`src/rtl/fport_telemetry_tx.sv`:
```
// FPort downlink telemetry transmitter: builds one CRC'd, byte-stuffed 0x81 data frame per
// request and paces it into uart_tx, holding the half-duplex driver enable through a guard time.
module fport_telemetry_tx #(
    parameter int         GUARD_CYCLES = 50,
    parameter logic [7:0] FRAME_TYPE   = 8'h81,
    parameter logic [7:0] PRIM         = 8'h10
) (
    input  logic        clock,
    input  logic        rst,
    input  logic        req_valid,
    output logic        req_ready,
    input  logic [15:0] req_app_id,
    input  logic [31:0] req_data,
    input  logic        uart_busy,
    output logic        uart_send,
    output logic [7:0]  uart_data,
    output logic        tx_enable,
    output logic        frame_done
);
    localparam logic [7:0] FLAG = 8'h7E;
    localparam logic [7:0] ESC  = 8'h7D;
    localparam int CW = (GUARD_CYCLES > 1) ? $clog2(GUARD_CYCLES) : 1;
    localparam logic [CW-1:0] GUARD_LAST = CW'((GUARD_CYCLES > 1) ? GUARD_CYCLES - 1 : 0);

    typedef enum logic [2:0] {IDLE, SEND, WAIT_START, WAIT_END, GUARD} state_t;

    state_t        state;
    logic [7:0]    body [10];
    logic [7:0]    payload [9];
    logic [7:0]    crc_byte;
    logic [8:0]    crc_sum;
    logic [7:0]    crc_acc;
    logic [3:0]    idx;
    logic          stuff_pending;
    logic [7:0]    esc_byte;
    logic [CW-1:0] guard_cnt;
    logic          is_body;
    logic          need_stuff;
    logic [3:0]    bsel;
    logic [7:0]    logical_byte;
    logic [7:0]    wire_byte;
    logic          do_emit;

    // Handshake: a request transfers on any cycle with req_valid && req_ready; req_ready is
    // high only in IDLE, so requests outside IDLE are simply not taken (no queueing).
    assign req_ready = (state == IDLE);

    always_comb begin
        payload[0] = 8'h08;
        payload[1] = FRAME_TYPE;
        payload[2] = PRIM;
        payload[3] = req_app_id[7:0];
        payload[4] = req_app_id[15:8];
        payload[5] = req_data[7:0];
        payload[6] = req_data[15:8];
        payload[7] = req_data[23:16];
        payload[8] = req_data[31:24];
    end

    // Running sum with end-around carry folded back in after every byte.
    always_comb begin
        crc_acc = '0;
        crc_sum = '0;
        for (int i = 0; i < 9; i++) begin
            crc_sum = {1'b0, crc_acc} + {1'b0, payload[i]};
            crc_acc = crc_sum[7:0] + {7'd0, crc_sum[8]};
        end
        crc_byte = 8'hFF - crc_acc;
    end

    always_ff @(posedge clock) begin
        if (state == IDLE && req_valid) begin
            for (int i = 0; i < 9; i++) body[i] <= payload[i];
            body[9] <= crc_byte;
        end
    end

    // idx walks the logical frame: 0 = start flag, 1..10 = payload+CRC, 11 = end flag.
    always_comb begin
        is_body      = (idx >= 4'd1) && (idx <= 4'd10);
        bsel         = is_body ? idx - 4'd1 : 4'd0;
        logical_byte = is_body ? body[bsel] : FLAG;
        need_stuff   = is_body && (logical_byte == FLAG || logical_byte == ESC);
        if (stuff_pending)   wire_byte = esc_byte;
        else if (need_stuff) wire_byte = ESC;
        else                 wire_byte = logical_byte;
        do_emit = !uart_busy && ((state == IDLE && req_valid) || state == SEND);
    end

    always_ff @(posedge clock) begin
        if (rst) begin
            state         <= IDLE;
            uart_send     <= 1'b0;
            uart_data     <= 8'h00;
            tx_enable     <= 1'b0;
            frame_done    <= 1'b0;
            idx           <= 4'd0;
            stuff_pending <= 1'b0;
            esc_byte      <= 8'h00;
            guard_cnt     <= '0;
        end else begin
            uart_send  <= 1'b0;
            frame_done <= 1'b0;
            if (do_emit) begin
                uart_send <= 1'b1;
                uart_data <= wire_byte;
                if (stuff_pending) begin
                    stuff_pending <= 1'b0;
                    idx           <= idx + 4'd1;
                end else if (need_stuff) begin
                    stuff_pending <= 1'b1;
                    esc_byte      <= logical_byte ^ 8'h20;
                end else begin
                    idx <= idx + 4'd1;
                end
            end
            case (state)
                IDLE: begin
                    // An idle UART lets the start flag go out on the accept edge itself.
                    if (req_valid) begin
                        tx_enable <= 1'b1;
                        state     <= uart_busy ? SEND : WAIT_START;
                    end
                end
                SEND: begin
                    if (!uart_busy) state <= WAIT_START;
                end
                WAIT_START: begin
                    if (uart_busy) state <= WAIT_END;
                end
                WAIT_END: begin
                    if (!uart_busy) begin
                        if (stuff_pending || idx <= 4'd11) begin
                            state <= SEND;
                        end else if (GUARD_CYCLES <= 1) begin
                            state      <= IDLE;
                            tx_enable  <= 1'b0;
                            frame_done <= 1'b1;
                            idx        <= 4'd0;
                        end else begin
                            state     <= GUARD;
                            guard_cnt <= CW'(1);
                        end
                    end
                end
                GUARD: begin
                    if (guard_cnt == GUARD_LAST) begin
                        state      <= IDLE;
                        tx_enable  <= 1'b0;
                        frame_done <= 1'b1;
                        idx        <= 4'd0;
                    end else begin
                        guard_cnt <= guard_cnt + CW'(1);
                    end
                end
                default: state <= IDLE;
            endcase
        end
    end
endmodule

```
`config.mk`:
```
export PLATFORM = sky130hd
export DESIGN_NAME = fport_telemetry_tx
export DESIGN_NICKNAME = d
export VERILOG_FILES = /design/src/rtl/fport_telemetry_tx.sv
export SDC_FILE = /design/constraint.sdc
export NUM_CORES = 1
export LEC_CHECK = 0
export ABC_AREA = 0
export CORE_MARGIN = 5
export CORE_UTILIZATION = 39
export DETAILED_ROUTE_END_ITERATION = 10
export GPL_TIMING_DRIVEN = 0
export HOLD_SLACK_MARGIN = 0.08
export PLACE_DENSITY = 0.62
export SYNTH_ARGS = -nofsm -noshare
export SYNTH_HDL_FRONTEND = slang
export SYNTH_SLANG_ARGS = --single-unit
```
`constraint.sdc`:
```
create_clock -name clock -period 22.8 [get_ports clock]
set_input_delay 2.28 -clock clock [delete_from_list [all_inputs] [get_ports clock]]
set_output_delay 2.28 -clock clock [all_outputs]
set_load 0.1 [all_outputs]
```
==> impl_metrics.env, run 1 <==
export IMPL_outcome="completed"
export IMPL_detail_route_first_pass_iterations=6
export IMPL_min_path_type="register to register"
export IMPL_end_kind="register"
export IMPL_cpPeakStageDelay_ns=0.48
export IMPL_ys_types=60
export IMPL_slew_limit_headroom_pct=34.6
export IMPL_worstPathRequired_ns=22.88
export IMPL_finalWirelength_mm=14.0
export IMPL_ant_nets=0
export IMPL_ys_flop_type="edfxtp_1"
export IMPL_ctsResizeCount=0
export IMPL_place_ws_ns=7.91
export IMPL_yosys_area_top_type="edfxtp_1"
export IMPL_drt_vias_per_instance=5.41
export IMPL_hold_slack_ns=0.455
export IMPL_tightest_slew_ns=0.977
export IMPL_timing_worst_setup_path_type="input pin to register"
export IMPL_async_reset_ff_share_pct=0
export IMPL_syn_area_per_cell_um2=10.3
export IMPL_fin_util_pct=47.4
export IMPL_start_kind="input pin"
export IMPL_grt_antenna_before_repair=0
export IMPL_synth_seq_cells=89
export IMPL_post_synth_top_area_fraction_pct=27.8
export IMPL_unrepaired_setup_endpoints_after_global_routing="false"
export IMPL_min_period_over_period_pct=63.5
export IMPL_floorplan_initialDensity_pct=39.8
export IMPL_globalplace_congestion=0.892
export IMPL_flow_area_growth_from_synthesis_pct=19.1
export IMPL_first_pass_grt_wire_length_mm=23.3
export IMPL_cts_repair_timing_setup_buffer_count=0
export IMPL_synthesis_area_um2=6050
export IMPL_number_of_flops_mapped_to_enable_cells_by_yosys=56
export IMPL_rr_worst_depth=12
export IMPL_cts_inserted_buffers=9
export IMPL_final_period_minus_worst_setup_slack_ns=14.48
export IMPL_fmax_mhz=69.0
export IMPL_numClockSinks=89
export IMPL_num_nets_final=784
export IMPL_holdPathStages=2
export IMPL_cts_buffer_depth=2
export IMPL_netlist_instances=589
export IMPL_seq_area_frac_synth_pct=38.7
export IMPL_cts_hold_buffers=0
export IMPL_cpMostUsedCell="ha_1"
export IMPL_cts_clk_slew_worst_paths_ns=0.06
export IMPL_layout_setup_ws_ns=8.32
export IMPL_rows=45
export IMPL_synthesis_yosys_warnings=0
export IMPL_finClkSkew_ns=0.00567
export IMPL_fp_coreArea_um2=15200
export IMPL_die_w_um=135
export IMPL_total_gr_overflow=0
export IMPL_tritoncts="done"
export IMPL_dpl_wire_length_mm=11.3
export IMPL_worst_skew_pair_late_latency_ns=0.35
export IMPL_port_buffers=63
export IMPL_drc_errors=0
export IMPL_post_drt_wl_per_cell_um=16.4
export IMPL_cp_arrival_ns=14.57
export IMPL_fraction_of_layout_instances_using_a_drive_strength_above_1_pct=6.73
export IMPL_drtIter0Drc=316
export IMPL_grt_usage_pct=15.9
export IMPL_yosys_top_cells_area="edfxtp_1 28%, ha_1 13%, dfxtp_1 11%"
export IMPL_first_global_vias=4724
export IMPL_final_number_of_max_transition_violations=0
export IMPL_syn_num_nets=709
export IMPL_worst_path_max_delay_cell="clkdlybuf4s50_1"
export IMPL_timing_critical_path_fanout_max=4
export IMPL_report_final_hold_viol_count=0
export IMPL_routed_via_count=4640
export IMPL_floorplan_io_pins=64
export IMPL_fp_dieH_um=135
export IMPL_number_of_antenna_diodes=0
export IMPL_floorplan_die_area_um2=18100
export IMPL_setup_viol=0
export IMPL_max_cap_viols=0
export IMPL_ctsRootBufferMaster="clkbuf_16"
export IMPL_largest_net_degree_at_the_start_of_global_routing=30
export IMPL_cts_htree_levels=3
export IMPL_fin_tns_setup_ns=0
## worst max-delay path, delay by kind of cell
family,cells,cell delay [ns]
xor+xnor,1,0.22
simple gates,13,1.17
fa+ha+maj,17,5.35
compound gates,28,5.06
buf+inv,1,0.48
## Yosys cell counts, types with 9 or more instances
cell type,number
a21o_1,15
a21oi_1,43
and3_1,13
clkbuf_1,9
dfxtp_1,33
edfxtp_1,56
ha_1,63
inv_1,23
mux2i_1,14
nand2_1,40
nand2b_1,9
nand3_1,16
nand4_1,11
nor2_1,25
o21ai_0,21
xnor2_1,41
xor2_1,36
## through the flow
stage	cells	cell area [um^2]
final	857	7210
after global routing	857	7210
after CTS	857	7200
after detailed placement	841	6940
after global placement	840	6920
after floorplan	589	6050
## path summary, 6_finish.rpt
path	to	slack, ns	from
max	body[9][7]	8.32	req_app_id[0]
min	esc_byte[6]	0.45	esc_byte[6]
max reg2reg	esc_byte[7]	18.46	idx[0]
min reg2reg	esc_byte[6]	0.45	esc_byte[6]
## routing by layer
layer | up-vias | share of wire, % | track usage (%)
met2 | 87 | 50 | 27.3
met5 | - | 0 | 0
li1 | 2312 | - | -
met1 | 2224 | 45 | 20.3
met4 | 0 | 1.6 | 4.81
met3 | 17 | 3.5 | 3.32
## cells by family (layout without fill, tap and decap cells)
group                      count (synthesis)  after routing  share of synthesized area, %
AOI/OAI and AO/OA                        131            131                          14.1
xor gates and xnor gates                  79             79                          12.0
adders and majority gates                 68             68                          14.7
buffers and inverters                     42            122                          2.98
DFF                                       89             89                          38.7
muxes                                     20             20                          3.81
and+or+nand+nor                          160            160                          13.7
## flip-flops by register name (all words and copies together) (netlist names)
register       count
uart_send          1
frame_done         1
state              3
body              56
stuff_pending      1
tx_enable          1
uart_data          8
guard_cnt          6
idx                4
esc_byte           8
## placed cells by master, fill, tap and decap left out, types with 16 or more instances in the layout
cell type / n
ha_1: 63
clkdlybuf4s50_1: 63
edfxtp_1: 56
a21oi_1: 43
xnor2_1: 41
nand2_1: 40
xor2_1: 36
dfxtp_1: 33
nor2_1: 25
inv_1: 23
o21ai_0: 21
nand3_1: 16
## area by class of cell
class / instances / area [um^2]
Timing Repair Buffer: 64 / 651
Buffer: 18 / 90.1
Clock buffer: 10 / 229
Inverter: 24 / 90.1
Fill cell: 1426 / 8000
Tap cell: 188 / 235
Clock inverter: 6 / 35.0
Sequential cell: 89 / 2340
Multi-Input combinational cell: 458 / 3530
Power of run 1 is left out: the tool's default activity adds up to more than one toggle a clock period on the data nets, which glitch-free logic cannot reach.
==> inputs of run 2 (changes only) <==
- clock period: 22.8 -> 15.2 ns (I/O delays scaled with it)
==> results of run 2 <==
Same layout as run 1 (identical final DEF). Status: completed.
Main changes from that run: setup slack after placement 7.91 ns -> 1.07 ns; setup slack after layout 8.32 ns -> 1.48 ns; register-to-register setup slack 18.46 ns -> 10.86 ns
Power of run 2 is left out for the same reason.
